File: src/rtl/pls_gen_pkg.sv
// pls_gen_pkg: FSM encodings and limits shared by pulse generator and pulse counter blocks
package pls_gen_pkg;
  typedef enum logic [1:0] {
    IDLE  = 2'd0,
    RUN   = 2'd1,
    DRAIN = 2'd2,
    STEP  = 2'd3
  } pls_state_t;
  localparam int MIN_DIV = 4;
endpackage

File: src/rtl/pls_gen_sync_edge.sv
// sync_edge: two-stage synchronizer with rising-edge detect
module sync_edge (
  input  logic clk,
  input  logic rst,
  input  logic d,
  output logic lvl,
  output logic rise
);
  logic s0, s1;
  // s0 captures the raw input, s1 is the settled level
  always_ff @(posedge clk or negedge rst)
    if (!rst) {s1, s0} <= 2'b00;
    else {s1, s0} <= {s0, d};
  assign lvl = s1;
  assign rise = s0 & ~s1;
endmodule

File: src/rtl/pls_gen.sv
// pls_gen: 50% duty square-wave generator with run/step/clear control and fall-edge tick
module pls_gen import pls_gen_pkg::*; #(
  parameter int DIV = 500000
) (
  input  logic       rst,
  input  logic       clk,
  input  logic       clr,
  input  logic       run,
  input  logic       step,
  output logic       plso,
  output logic       tick,
  output logic [1:0] state
);
  localparam int W = $clog2(DIV < MIN_DIV ? MIN_DIV : DIV);
  localparam logic [W-1:0] LAST = W'(DIV - 1);
  localparam logic [W-1:0] HALF = W'(DIV / 2);
  logic clr_e, run_s1, step_e, clr_unused, step_unused;
  logic wrap, en;
  logic [W-1:0] cnt, cnt_n;
  pls_state_t st, st_n;
  sync_edge u_clr  (.clk(clk), .rst(rst), .d(clr),  .lvl(clr_unused),  .rise(clr_e));
  sync_edge u_run  (.clk(clk), .rst(rst), .d(run),  .lvl(run_s1),      .rise());
  sync_edge u_step (.clk(clk), .rst(rst), .d(step), .lvl(step_unused), .rise(step_e));
  assign wrap = cnt == LAST;
  assign cnt_n = wrap ? '0 : cnt + 1'b1;
  // DRAIN and STEP still count through their final wrap cycle
  assign en = (st_n != IDLE) | (wrap & st[1]);
  // state register
  always_ff @(posedge clk or negedge rst)
    if (!rst) st <= IDLE;
    else st <= st_n;
  // next state: clear wins, then a high run level always means RUN
  always_comb
    st_n = clr_e ? (run_s1 ? RUN : IDLE) :
           run_s1 ? RUN :
           (st == IDLE) ? (step_e ? STEP : IDLE) :
           (st == RUN) ? (plso ? DRAIN : IDLE) :
           (wrap ? IDLE : st);
  // period counter, square wave and tick; clear restarts the period silently
  always_ff @(posedge clk or negedge rst)
    if (!rst) begin
      cnt <= '0;
      plso <= 1'b0;
      tick <= 1'b0;
    end else if (clr_e) begin
      cnt <= '0;
      plso <= 1'b0;
      tick <= 1'b0;
    end else begin
      tick <= en & wrap;
      if (en) begin
        cnt <= cnt_n;
        plso <= cnt_n >= HALF;
      end
    end
  // debug state output
  always_comb state = st;
endmodule

File: config.mk
export PLATFORM = sky130hd
export DESIGN_NAME = pls_gen
export DESIGN_NICKNAME = d
export VERILOG_FILES = /design/src/rtl/pls_gen_pkg.sv /design/src/rtl/pls_gen_sync_edge.sv /design/src/rtl/pls_gen.sv
export SDC_FILE = /design/constraint.sdc
export NUM_CORES = 1
export LEC_CHECK = 0
export BUFFER_PORTS_ARGS = -buffer_cell sky130_fd_sc_hd__buf_2
export CAP_MARGIN = 25
export CORE_AREA = 2 2 73 75
export CTS_CLUSTER_DIAMETER = 150
export CTS_CLUSTER_SIZE = 14
export DETAILED_ROUTE_END_ITERATION = 12
export DIE_AREA = 0 0 75 77
export GPL_TIMING_DRIVEN = 0
export PLACE_DENSITY = 0.61
export SLEW_MARGIN = 40
export SYNTH_ARGS = -nofsm -noshare
export SYNTH_HDL_FRONTEND = slang
export SYNTH_SLANG_ARGS = --single-unit
File: constraint.sdc
create_clock -name clk -period 1.9 [get_ports clk]
set_input_delay 0 -clock clk [delete_from_list [all_inputs] [get_ports clk]]
set_output_delay 0 -clock clk [all_outputs]
set_load 0.01 [all_outputs]
==> results of run 1 <==
-- cell usage after synthesis (3+ instances only) --
cell type	n
a211oi_1	4
a21oi_1	16
and3_1	4
clkbuf_1	5
dfrtp_1	29
inv_1	3
nand2_1	7
nand3_1	9
nand3b_1	3
nand4_1	6
nand4b_1	3
nor2_1	22
nor2b_1	3
nor3_1	7
nor4_1	4
o21ai_0	13
xnor2_1	5
xor2_1	3
-- flip-flops by register name, indices dropped and copies added, names as in the netlist --
| name | cells |
|---|---|
| cnt | 19 |
| state | 2 |
| plso | 1 |
| tick | 1 |
| u_clr.lvl | 1 |
| u_clr.s0 | 1 |
| u_run.lvl | 1 |
| u_run.s0 | 1 |
| u_step.lvl | 1 |
| u_step.s0 | 1 |
-- where the power goes --
group | switching [uW] | internal (uW) | total (uW)
Sequential | 53.5 | 660 | 713
Combinational | 153 | 139 | 291
Clock | 247 | 426 | 673
-- stage by stage --
step	instances	hold WS, ps
after floorplan	182	-296
after global placement	260	57.5
after detailed placement	260	65.7
after CTS	289	287
after global routing	296	347
final	296	276
-- cell type report --
cell class / count / area share [%]
multi-input combinational: 143 / 44.3
clock inverter: 2 / 1.65
tap: 70 / 3.85
sequential: 29 / 32.3
inverter: 3 / 0.495
clock buffer: 6 / 3.63
buffer: 5 / 1.54
timing repair buffer: 38 / 12.2
-- worst paths after layout --
check / start / end / slack [ps] / depth (start not counted)
min in group clk: run / u_run.s0 / 350 / 2
hold reg to reg: u_run.s0 / u_run.lvl / 350 / 0
setup / recovery: cnt[7] / cnt[0] / -50 / 8
hold / removal: rst / tick / 280 / 2
max in group asynchronous: rst / cnt[12] / 1160 / 2
setup reg to reg: cnt[7] / cnt[0] / -50 / 8
-- metal layers --
layer,global-route usage [%],share of wire [%],vias to the layer above
met5,0,0,-
met4,6.96,1.8,0
met3,4.47,6.8,9
met2,25.2,48,58
met1,24.5,44,788
li1,-,-,768
-- kinds of logic after synthesis --
| kind of cell | count (synthesis) | synth area share, % |
|---|---|---|
| and+or+nand+nor | 84 | 30.1 |
| DFF | 29 | 42.8 |
| muxes | 2 | 1.18 |
| xor gates and xnor gates | 8 | 4.14 |
| AOI/OAI and AO/OA | 48 | 18.1 |
| buffers and inverters | 10 | 2.88 |
| adders and majority gates | 1 | 0.738 |
-- worst max-delay path, cell delays in order, from the launching register on --
cell and delay [ps]:
dfrtp_2 460, nand4b_1 240, nor4_4 310, a31oi_4 170, buf_4 180, nor2_4 210
buf_4 160, mux2i_1 60, nor2_1 90
-- what timing repair did --
action / in CTS / in global routing
gates resized for setup: 20 / 18
hold endpoints to repair: 32 / 0
setup buffers: 18 / 7
pin swaps: 13 / 5
hold buffers: 4 / 0
cloned: 1 / 0
setup endpoints to repair: 23 / 20
==> metrics.md, run 1 <==
| Metric | Value |
|---|---|
| Sequential share of the synthesized area | 42.8% |
| PD cells | 738 nW/um^2 |
| Worst setup margin | -48.5 ps |
| DP Worst Slack | -273 ps |
| Storage cell area | 736 um^2 |
| Max-cap violation count | 0 |
| Row Count | 26 |
| RSZ-0062 raised after global routing | true |
| Clk_lat worst skew | 290 ps |
| Core area | 4980 um^2 |
| Drt first pass iters | 4 |
| Critical path startpoint category | register |
| Distinct cells, synth | 47 |
| Total CTS buffers | 5 |
| WP data arrival | 2160 ps |
| Diodes inserted | 0 |
| Commonest non-fill, non-tap cells in the layout | 24 x buf_4, 21 x nor2_1, 21 x dfrtp_1 |
| Multi-input gate area | 1010 um^2 |
| Post-synth top area share | 42.8% |
| Detailed Route Iter0 Violations | 157 |
| Port Buffer Count | 8 |
| Post-layout min period | 1950 ps |
| Worst VDD drop | 0.408 mV |
| Post-Syn Area | 1690 um^2 |
| DRC errors left | 0 |
| CTS tree | built |
| Crit Path Max Fanout | 7 |
| Reg clk slew, reported paths | 70 ps |
| Post-synth EDFFs | 0 |
| Global-route wire length before repair | 7.76 mm |
| Min-Delay Path Class | in2async |
| GPL Wtd Cong | 0.884 |
| Routed vias/inst | 5.48 |
| I/O Pins | 9 |
| Worst-margin pin slew | 648 ps |
| Outcome | finished with violations |
| Drt wl/cell | 15.6 um |
| Util after Layout | 45.7% |
| Grt total ovfl | 0 |
| Final Instance Area | 2270 um^2 |
| Crit Path Class | reg2reg |
| Chip width | 75 um |
| Fillers | 453 |
| CTS HTree Levels | 2 |
| Cells after Synth | 182 |
| Layout net count | 231 |
| Fin. max-slew vios | 0 |
| Synth Net Count | 188 |
| Asr flop ratio synth | 100% |
| Synthesized flop and latch total | 29 |
| Clk buf depth | 2 |
| Final ANT Viol Nets | 0 |
| Syn avg cell area | 9.31 um^2 |
| Vias in the first global route | 1623 |
| Layout cells sized above 1 | 35.4% |
| Pleak | 0.000883 uW |
| CP required | 2110 ps |
| Failing checks | negative setup slack |
| Fmax | 513 MHz |
| Die Y | 77 um |
| Most common cell after layout, fill and taps aside | buf_4 |
| Root Buffer | clkbuf_8 |
| Synth area leaders | dfrtp_1 43%, nor2_1 4.9%, a21oi_1 4.7% |
| Starting Density | 34.0% |
| Post-DP Area | 1820 um^2 |
| Final hold violations | 0 |
| YS warnings | 0 |
| GR Util All Layers | 17.4% |
| Fin Clk Skew | 9.15 ps |
| Dpl hpwl | 2.78 mm |
| Largest net degree at the start of global routing | 30 |
| Die area | 5780 um^2 |
| Final Power | 1680 uW |
| Ys flop type | dfrtp_1 |
| CP endpoint kind | register |
| Relative slew slack | 56.8% |
| Final Setup Violations | 12 |
| Vias | 1623 |
| Final Cycle Share | 103% |
| Sink Count | 29 |
| Initial antenna violation count | 0 |
| Area Growth Syn to Fin | 34.3% |
| DRT Wirelength | 4.62 mm |
| Total negative slack | -299 ps |
| Area leader, netlist | dfrtp_1 |
(Power assumes the default switching activity.)
==> run 2: changes to the inputs <==
--- a/config.mk
+++ b/config.mk
@@ -14,6 +14,7 @@
 export DIE_AREA = 0 0 75 77
 export GPL_TIMING_DRIVEN = 0
 export PLACE_DENSITY = 0.61
+export SKIP_CTS_REPAIR_TIMING = 1
 export SLEW_MARGIN = 40
 export SYNTH_ARGS = -nofsm -noshare
 export SYNTH_HDL_FRONTEND = slang
==> run 2 against run 1 <==
The run still ends with negative setup slack left. Hold slack lost 5.3 ps. Wire length shrank 1.4%. Fmax shrank 4.8%. Critical path type unchanged. Critical endpoint is now cnt[14].
==> metrics.md, run 2 (synthesized netlist as in run 1, its figures left out) <==
| Metric | Value |
|---|---|
| CP required | 2100 ps |
| Crit Path Class | reg2reg |
| Largest net degree at the start of global routing | 30 |
| CTS HTree Levels | 2 |
| Pleak | 0.000875 uW |
| GPL Wtd Cong | 0.884 |
| Post-DP Area | 1820 um^2 |
| Non-Filler Instances | 293 |
| Drt wl/cell | 15.5 um |
| RSZ-0062 raised after global routing | true |
| Vias | 1624 |
| Max-cap violation count | 0 |
| Cell-internal power | 1230 uW |
| Sequential power share | 42.3% |
| Worst VDD drop | 0.395 mV |
| Final Cycle Share | 108% |
| Detailed Route Iter0 Violations | 111 |
| Sw Share | 27.2% |
| WP data arrival | 2250 ps |
| I/O Pins | 9 |
| Initial antenna violation count | 0 |
| Min Hold Slack | 271 ps |
| Vias in the first global route | 1496 |
| Chip width | 75 um |
| Core area | 4980 um^2 |
| Grt total ovfl | 0 |
| CTS tree | built |
| Crit Path Max Fanout | 6 |
| Root Buffer | clkbuf_8 |
| Layout cells sized above 1 | 40.8% |
| Relative slew slack | 57.3% |
| Cell count after placement | 260 |
| Final Setup Violations | 15 |
| Comb pwr share | 17.8% |
| Die Y | 77 um |
| Clk_lat worst skew | 290 ps |
| PD cells | 722 nW/um^2 |
| Final Instance Area | 2340 um^2 |
| Fillers | 445 |
| Critical path startpoint category | register |
| Clock share of power | 39.9% |
| Max reg flops | 19 |
| Diodes inserted | 0 |
| Global-route wire length before repair | 7.16 mm |
| Fmax | 488 MHz |
| Failing checks | negative setup slack |
| Final ANT Viol Nets | 0 |
| Row Count | 26 |
| Post-layout min period | 2050 ps |
| Clk buf depth | 2 |
| Fin. max-slew vios | 0 |
| Final hold violations | 0 |
| CP endpoint kind | register |
| GR Util All Layers | 16.1% |
| Drt first pass iters | 4 |
| Reg clk slew, reported paths | 70 ps |
| Area Growth Syn to Fin | 38.3% |
| Min-Delay Path Class | in2async |
| Total CTS buffers | 5 |
| Layout net count | 228 |
| Port Buffer Count | 8 |
| Worst-margin pin slew | 640 ps |
| Psw | 461 uW |
| Total negative slack | -951 ps |
| Die area | 5780 um^2 |
| Worst setup margin | -148 ps |
| Starting Density | 34.0% |
| Most common cell after layout, fill and taps aside | dfrtp_1 |
| Largest Register | cnt |
| Routed vias/inst | 5.54 |
| DRC errors left | 0 |
| Dpl hpwl | 2.78 mm |
| Outcome | finished with violations |
| DRT Wirelength | 4.55 mm |
| Fin Clk Skew | 9.38 ps |
| Sink Count | 29 |
| Commonest non-fill, non-tap cells in the layout | 21 x dfrtp_1, 20 x buf_4, 19 x nor2_1 |
run 2: changes by cell type in the layout (fill, tap and decap cells not counted), sizes merged:
cell,change
buf,-3
run 2: path summary, 6_finish.rpt:
check	cells past startpoint	slack (ps)	from	to
min reg2reg	0	350	u_run.s0	u_run.lvl
min in group clk	0	350	u_run.s0	u_run.lvl
max reg2reg	7	-150	cnt[1]	cnt[14]
min	2	270	rst	cnt[6]
max in group asynchronous	2	1170	rst	cnt[9]
max	7	-150	cnt[1]	cnt[14]
run 2: worst max-delay path: stages, from the launching register on:
cell and delay [ps]:
dfrtp_2 400, ha_4 170, nand3_4 140, nor4_4 450
nand3_2 170, buf_6 150, or3_4 360, a21oi_2 120
run 2: final cells by class:
class | instances | area (um^2) | share of cell area, %
buffer | 5 | 43.8 | 1.87
clock buffer | 6 | 82.6 | 3.52
clock inverter | 2 | 37.5 | 1.60
inverter | 3 | 11.3 | 0.481
multi-input combinational | 143 | 1080 | 46.1
sequential | 29 | 736 | 31.4
tap | 70 | 87.6 | 3.74
timing repair buffer | 35 | 264 | 11.3
run 2: power by group through the flow:
stage          Sequential, uW  Combinational, uW  Clock (uW)
6_report                  716                301         676
3_3_place_gp              725                176           0
5_1_grt                   720                325         722
4_1_cts                   716                179         691
2_1_floorplan             716                118           0
3_5_place_dp              727                179           0
run 2: metrics by stage:
stage | power (uW) | setup slack (ps) | util [%]
2_1_floorplan | 834 | 17.4 | -
3_3_place_gp | 901 | -270 | 36.7
3_5_place_dp | 906 | -273 | 36.7
4_1_cts | 1590 | -306 | 39.1
5_1_grt | 1770 | -232 | 47.1
6_report | 1690 | -148 | 47.1
run 2: routing by layer:
layer | track usage, % | part of all wire (%) | vias up
li1 | - | - | 761
met1 | 22.9 | 46 | 798
met2 | 22.5 | 47 | 52
met3 | 4.34 | 4.5 | 13
met4 | 6.96 | 2.7 | 0
met5 | 0 | 0 | -
==> run 3: changes to the inputs <==
--- a/config.mk
+++ b/config.mk
@@ -7,13 +7,13 @@
 export LEC_CHECK = 0
 export BUFFER_PORTS_ARGS = -buffer_cell sky130_fd_sc_hd__buf_2
 export CAP_MARGIN = 25
-export CORE_AREA = 2 2 73 75
+export CORE_AREA = 2 2 63 65
 export CTS_CLUSTER_DIAMETER = 150
 export CTS_CLUSTER_SIZE = 14
 export DETAILED_ROUTE_END_ITERATION = 12
-export DIE_AREA = 0 0 75 77
+export DIE_AREA = 0 0 65 67
 export GPL_TIMING_DRIVEN = 0
-export PLACE_DENSITY = 0.61
+export PLACE_DENSITY = 0.76
 export SKIP_CTS_REPAIR_TIMING = 1
 export SLEW_MARGIN = 40
 export SYNTH_ARGS = -nofsm -noshare
==> run 3 against run 2 <==
The flow still finishes with violations (negative setup slack). Total power increased by 0.24%. Combinational power rose by 3%. Final cell count down 9.2%. Critical path type unchanged. Highest routed layer unchanged.
==> metrics.md, run 3 (synthesized netlist as in run 1, its figures left out) <==
| Metric | Value |
|---|---|
| Outcome | finished with violations |
| Failing checks | negative setup slack |
| Chip width | 65 um |
| Multi-input gate area | 1040 um^2 |
| Min-Delay Path Class | in2async |
| Routed vias/inst | 6.00 |
| Final Instance Area | 2250 um^2 |
| Drt first pass iters | 5 |
| Final Setup Violations | 15 |
| Storage cell area | 732 um^2 |
| Commonest non-fill, non-tap cells in the layout | 24 x dfrtp_1, 19 x nor2_1, 15 x buf_4 |
| Area Growth Syn to Fin | 33.0% |
| RSZ-0062 raised after global routing | true |
| Final Cycle Share | 106% |
| Cell-internal power | 1240 uW |
| Max-cap violation count | 0 |
| Drt wl/cell | 16.5 um |
| Crit path buffers/inverters | 2 |
| Port Buffer Count | 8 |
| Worst setup margin | -107 ps |
| Grt total ovfl | 0 |
| Vias | 1597 |
| Starting Density | 47.0% |
| Fillers | 296 |
| Worst-margin pin slew | 633 ps |
| Sink Count | 29 |
| Detailed Route Iter0 Violations | 80 |
| DRT Wirelength | 4.39 mm |
| Crit Path Max Fanout | 7 |
| Pleak | 0.000859 uW |
| Comb pwr share | 18.3% |
| DRC errors left | 0 |
| Layout cells sized above 1 | 34.4% |
| GR Util All Layers | 20.7% |
| Min Hold Slack | 266 ps |
| Most common cell after layout, fill and taps aside | dfrtp_1 |
| Sequential power share | 42.3% |
| CP endpoint kind | register |
| CP required | 2050 ps |
| Clk buf depth | 2 |
| Die Y | 67 um |
| Post-layout min period | 2010 ps |
| Crit Path Class | reg2reg |
| Fmax | 498 MHz |
| Total negative slack | -659 ps |
| Relative slew slack | 57.8% |
| GPL Wtd Cong | 0.928 |
| CP max stage delay | 420 ps |
| CTS tree | built |
| Clock share of power | 39.3% |
| Largest net degree at the start of global routing | 30 |
| Clk_lat worst skew | 290 ps |
| Initial antenna violation count | 0 |
| Fin Clk Skew | 6.57 ps |
| Max reg flops | 19 |
| Fin. max-slew vios | 0 |
| Diodes inserted | 0 |
| Largest Register | cnt |
| Critical-path cell list | ha_4 > nand3_4 > nor4_4 > a31oi_4 > buf_6 > buf_12 > a21o_1 > a21oi_1 > nor2_1 |
| Sw Share | 26.9% |
| Final Power | 1700 uW |
| Total CTS buffers | 5 |
| Psw | 456 uW |
| Global-route wire length before repair | 6.60 mm |
| Worst VDD drop | 0.728 mV |
| Die area | 4360 um^2 |
| Core area | 3610 um^2 |
| Vias in the first global route | 1372 |
| PD cells | 753 nW/um^2 |
| I/O Pins | 9 |
| Root Buffer | clkbuf_8 |
| Largest delay share family, worst path | simple AND/OR/NAND/NOR gates |
| Final hold violations | 0 |
| WP data arrival | 2160 ps |
| Row Count | 22 |
| Post-DP Area | 1800 um^2 |
| Reg clk slew, reported paths | 60 ps |
| Critical path startpoint category | register |
| CTS HTree Levels | 2 |
| Layout net count | 223 |
| Final ANT Viol Nets | 0 |
| Dpl hpwl | 2.76 mm |
| Slowest library cell on the worst path | dfrtp_2 |
[run 3: cell types whose count changed in the layout (fill, tap and decap cells not counted), sizes merged]
cell    before  now
buf         33   26
clkbuf       9   11
[run 3: routing by layer]
metal / track usage (%) / part of all wire (%) / up-vias
met5: 0 / 0 / -
met4: 9.84 / 2.1 / 0
met3: 5.57 / 5.4 / 10
met2: 32.5 / 47 / 56
met1: 26.4 / 45 / 779
li1: - / - / 752
[run 3: power by group through the flow]
| stage | clock network [uW] | logic [uW] | registers [uW] |
|---|---|---|---|
| 3_3_place_gp | 0 | 174 | 726 |
| 4_1_cts | 676 | 177 | 716 |
| 2_1_floorplan | 0 | 118 | 716 |
| 6_report | 668 | 311 | 719 |
| 5_1_grt | 703 | 333 | 722 |
| 3_5_place_dp | 0 | 176 | 728 |
[run 3: layout make-up]
type | instances | share of cell area [%]
Multi-Input combinational cell | 143 | 46.3
Tap cell | 48 | 2.67
Inverter | 3 | 0.500
Sequential cell | 29 | 32.5
Buffer | 6 | 2.17
Timing Repair Buffer | 29 | 10.5
Clock buffer | 6 | 3.66
Clock inverter | 2 | 1.67
[run 3: worst paths after layout]
check / endpoint / cells after the start / start / slack, ps
min reg2reg: u_run.lvl / 0 / u_run.s0 / 350
min in group clk: u_run.lvl / 0 / u_run.s0 / 350
min: u_run.s0 / 2 / rst / 270
max: cnt[16] / 9 / cnt[1] / -110
max in group asynchronous: cnt[0] / 2 / rst / 1190
max reg2reg: cnt[16] / 9 / cnt[1] / -110
[run 3: metrics by stage]
stage | std cells | setup slack (ps) | util (%)
2_1_floorplan | 182 | 17.4 | -
4_1_cts | 246 | -306 | 53.2
3_5_place_dp | 238 | -282 | 49.8
5_1_grt | 266 | -207 | 62.5
3_3_place_gp | 238 | -262 | 49.8
6_report | 266 | -107 | 62.5
